==> src/rtl/gol_row_streamer.sv <==
// gol_row_streamer: snapshots a ROWSxCOLS grid and streams it out row by row on valid/ready.
module gol_row_streamer #(
    parameter int ROWS  = 16,
    parameter int COLS  = 16,
    parameter int GEN_W = 16
) (
    input  logic                      clk_i,
    input  logic                      reset_i,
    input  logic [ROWS*COLS-1:0]      grid_in_i,
    input  logic                      grid_valid_i,
    output logic                      grid_ready_o,
    output logic [COLS-1:0]           row_data_o,
    output logic [$clog2(ROWS)-1:0]   row_idx_o,
    output logic                      row_valid_o,
    input  logic                      row_ready_i,
    output logic                      row_first_o,
    output logic                      row_last_o,
    output logic [GEN_W-1:0]          gen_count_o,
    output logic [7:0]                drop_count_o,
    output logic                      busy_o
);
    localparam int IW = $clog2(ROWS);
    localparam logic [IW-1:0] LAST = IW'(ROWS - 1);

    typedef enum logic {IDLE, SEND} state_t;

    state_t                 state_q, state_d;
    logic [ROWS*COLS-1:0]   shadow_q, shadow_d;
    logic [IW-1:0]          idx_q, idx_d;
    logic [GEN_W-1:0]       gen_q, gen_d;
    logic [7:0]             drop_q, drop_d;
    logic [COLS-1:0]        row_sel;

    // State and datapath registers; an async reset abandons any frame in flight.
    always_ff @(posedge clk_i or posedge reset_i) begin
        if (reset_i) begin
            state_q  <= IDLE;
            shadow_q <= '0;
            idx_q    <= '0;
            gen_q    <= '0;
            drop_q   <= '0;
        end else begin
            state_q  <= state_d;
            shadow_q <= shadow_d;
            idx_q    <= idx_d;
            gen_q    <= gen_d;
            drop_q   <= drop_d;
        end
    end

    // Next state: capture in IDLE; in SEND advance on transfer and count refused strobes.
    always_comb begin
        state_d  = state_q;
        shadow_d = shadow_q;
        idx_d    = idx_q;
        gen_d    = gen_q;
        drop_d   = drop_q;
        if (state_q == IDLE) begin
            if (grid_valid_i) begin
                shadow_d = grid_in_i;
                idx_d    = '0;
                state_d  = SEND;
            end
        end else begin
            if (grid_valid_i && drop_q != 8'hFF) drop_d = drop_q + 8'd1;
            if (row_ready_i) begin
                if (idx_q == LAST) begin
                    idx_d   = '0;
                    gen_d   = gen_q + GEN_W'(1);
                    state_d = IDLE;
                end else begin
                    idx_d = idx_q + IW'(1);
                end
            end
        end
    end

    // Outputs decode registered state only; row 0 sits in the top COLS bits of the snapshot.
    always_comb begin
        row_sel      = shadow_q[COLS*(ROWS-1-int'(idx_q)) +: COLS];
        busy_o       = state_q == SEND;
        grid_ready_o = state_q == IDLE;
        row_valid_o  = busy_o;
        row_data_o   = busy_o ? row_sel : '0;
        row_idx_o    = idx_q;
        row_first_o  = busy_o && idx_q == '0;
        row_last_o   = busy_o && idx_q == LAST;
        gen_count_o  = gen_q;
        drop_count_o = drop_q;
    end
endmodule

==> config.mk <==
export PLATFORM = sky130hd
export DESIGN_NAME = gol_row_streamer
export DESIGN_NICKNAME = d
export VERILOG_FILES = /design/src/rtl/gol_row_streamer.sv
export SDC_FILE = /design/constraint.sdc
export NUM_CORES = 1
export LEC_CHECK = 0
export ABC_AREA = 1
export BUFFER_PORTS_ARGS = -buffer_cell sky130_fd_sc_hd__buf_2
export CORE_MARGIN = 5
export CORE_UTILIZATION = 50
export DETAILED_ROUTE_END_ITERATION = 10
export PLACE_DENSITY = 0.8
export SKIP_LAST_GASP = 1
export SLEW_MARGIN = 10
export SYNTH_ARGS = -nofsm -noshare
export SYNTH_HDL_FRONTEND = slang
export SYNTH_SLANG_ARGS = --single-unit
export TNS_END_PERCENT = 1
==> constraint.sdc <==
create_clock -name clk_i -period 8.1 [get_ports clk_i]
set_input_delay 0.405 -clock clk_i [delete_from_list [all_inputs] [get_ports clk_i]]
set_output_delay 0.405 -clock clk_i [all_outputs]
set_load 0.005 [all_outputs]
==> metrics.md <==
| Metric | Value |
|---|---|
| IO buf count | 308 |
| Critical Path AT | 3.28 ns |
| Total die area | 0.0313 sq mm |
| Combinational share of power | 40.5% |
| Clock power frac | 21.6% |
| Setup crit end kind | output port |
| DRC Markers | 0 |
| Nets | between 2,000 and 2,500 |
| Critical path type | reg -> out |
| Synth-to-layout area growth | 18.3% |
| Pwr dens | 375 mW/mm^2 |
| Power Total | ~0.0062 W |
| Seq/Total Area, Yosys | 51.1% |
| Endpoints failing setup | 0 |
| Worst hold margin | roughly 0.039 ns |
| Die span in x | around 180 microns |
| Mapped Area | about 0.014 sq mm |
| Setup tns final | 0 ns |
| Largest net degree at the start of global routing | 306 |
| FP Rows | 61 |
| Post-CTS Setup Bufs | 0 |
| Top_reg_cell synth | dfrtp_1 |
| Resize count post-CTS | 0 |
| Worst-Margin Slew | about 1.2 ns |
| Power Internal | 0.00370 W |
| Count of non-filler cells in the finished layout | 2,525 |
| GR Overflow Total | 0 |
| Syn_area_per_cell | 7.41 sq um |
| Global-route wire length before repair | 64.3 mm |
| Vias/cell | approximately 5.1 |
| Final Routed Wirelength | 40.4 mm |
| Achievable Freq | about 270 MHz |
| Post-layout util | 59.6% |
| Status | completed |
| Hold-fix buffers, CTS | 0 |
| CTS tree | built |
| Total number of vias | 12,800 |
| Max Cap Viol | 0 |
| Sw frac | roughly two fifths |
| Core region area | approximately 0.028 sq mm |
| Async SR Flop Fraction | 100% |
| Share of cells above drive strength 1 | 17.9% |
| #FFs+latches synth | 285 |
| Fin. Hold Viols | 0 |
| Yosys warnings | 0 |
| Rel. slew slack | between 20% and 30% |
| Post-Place Cells | around 2,500 |
| Antenna violations before repair | 2 |
| Leak Pwr | 8.66 nW |
| Max clock buf depth | 3 |
| Clk Latency, worst-skew pair | around 0.56 ns |
| Root Buffer | clkbuf_16 |
| Clock Sinks | ~290 |
| Final min period | 3.69 ns |
| Startpoint types | register |
| EDFF count, synth | 0 |
| H-tree depth | 1 |
| Worst-path clk slew | about 0.060 ns |
| Type of the worst min-delay path | in -> reg |
| Pre-Repair DR Iteration Count | 6 |
| RSZ-0062 raised after global routing | no |
| Number of routed nets with antenna violations | 0 |
| P_sw | 0.00248 W |
| Max-slew violation count | 0 |
| Vias in the first global route | roughly 13,000 |
| Final period util | 45.5% |
| Max FO, Critical Path | 92 |
| Gpl congestion | 0.928 |
| Clk_skew | 0.0216 ns |
| Sequential power share | 38.0% |
| HPWL Detailed | 28.1 mm |
| Post-Syn Instances | 1,884 |
| Die H | 177 microns |
| Maximum VDD drop | 168 uV |
| Worst EP required | 7.70 ns |
| Post-synthesis cell type count | 26 |
| WL/cell | 16.0 microns |
| Starting density of the core | roughly half |
| First-iteration detailed-routing DRC count | 1,247 |
| I/O Pins | about 310 |
| Total CTS buffers | 30 |
| Post-synth net total | 2,148 |
| Total global-route track usage | 25.5% |
[metrics by stage]
stage,area (sq um),setup WS [ns]
finish,16500,4.41
floorplan,14000,3.92
detailed placement,15600,4.65
CTS,16500,4.41
global route,16500,4.14
global placement,15600,4.70
[per-layer routing]
metal / routed length (microns) / global-route usage (%) / vias to the layer above
met5: 0 / 0 / -
met4: 1620 / 9.28 / 0
met3: 2740 / 3.57 / 87
met2: 19000 / 40.4 / 474
met1: 17100 / 36.0 / 6014
li1: - / - / 6247
[placed cells by master, fill, tap and decap left out, drive strengths merged]
| cell | netlist | layout |
|---|---|---|
| clkinv | 7 | 12 |
| dfrtp | 285 | 285 |
| bufinv | 0 | 2 |
| diode | 0 | 2 |
| nand4 | 3 | 3 |
| a21oi | 17 | 17 |
| nor3 | 6 | 6 |
| nor2 | 62 | 62 |
| inv | 263 | 262 |
| nand2 | 703 | 703 |
| nand3 | 162 | 162 |
| ha | 4 | 4 |
| nand3b | 1 | 1 |
| buf | 75 | 318 |
| a211oi | 1 | 1 |
| xnor2 | 5 | 5 |
| clkbuf | 34 | 45 |
| clkinvlp | 0 | 1 |
| o21ai | 243 | 243 |
| xor2 | 13 | 13 |
[worst paths after layout]
check,startpoint,slack (ns),to,cells after the start
setup reg to reg,row_idx_o[0],4.65,gen_count_o[15],11
min in group asynchronous,reset_i,0.06,shadow_q[91],3
hold reg to reg,shadow_q[48],0.48,shadow_q[48],2
setup / recovery,row_idx_o[0],4.41,row_data_o[10],8
hold / removal,grid_in_i[24],0.04,shadow_q[24],3
max in group asynchronous,reset_i,6.50,shadow_q[100],4
[synth_stat cells (5+ instances only)]
library cell | count | area, sq um
nand2_1 | 701 | 2630
dfrtp_1 | 285 | 7130
inv_1 | 249 | 935
o21ai_0 | 238 | 1190
nand3_1 | 162 | 811
buf_2 | 65 | 325
nor2_1 | 57 | 214
clkbuf_1 | 34 | 128
a21oi_1 | 17 | 85.1
inv_2 | 14 | 52.6
xor2_1 | 13 | 114
buf_4 | 7 | 52.6
clkinv_1 | 7 | 26.3
nor3_1 | 5 | 25.0
o21ai_1 | 5 | 25.0
xnor2_1 | 5 | 43.8
[registers in the layout, indices dropped and copies added, names as in the netlist]
| signal | cells |
|---|---|
| busy_o | 1 |
| shadow_q | 256 |
| row_idx_o | 4 |
| drop_count_o | 8 |
| gen_count_o | 16 |
[power groups by stage]
stage / Clock [W] / Combinational, W / Sequential, W
2_1_floorplan: 0 / 0.00174 / 0.00227
3_3_place_gp: 0 / 0.00242 / 0.00234
3_5_place_dp: 0 / 0.00249 / 0.00237
4_1_cts: 0.00136 / 0.00252 / 0.00235
5_1_grt: 0.00141 / 0.00285 / 0.00242
6_report: 0.00133 / 0.00250 / 0.00235
[critical path: stages, from the launching register on]
cell and delay, ns:
dfrtp_4 0.91, buf_4 0.82, nor2_1 0.12, nor2_1 0.11, nand2_1 0.11, nand3_1 0.13
nand3_1 0.15, a21oi_1 0.16, buf_2 0.17
[cells by family after synthesis]
logic type / after synthesis / synth area share (%)
xor gates and xnor gates: 18 / 1.13
adders and majority gates: 4 / 0.359
DFF: 285 / 51.1
and+or+nand+nor: 937 / 27.0
AOI/OAI and AO/OA: 261 / 9.38
buffers and inverters: 379 / 11.0
[cell type report]
cell class              instances  area, sq um
fillers                      2524        11200
flip-flops and latches        285         7140
multi-input cells            1220         5280
repair buffers                318         1640
inverters                     270         1030
clock buffers                  45          847
well taps                     378          473
clock inverters                 7         96.3
diodes                          2         5.00
(Power assumes the default switching activity.)
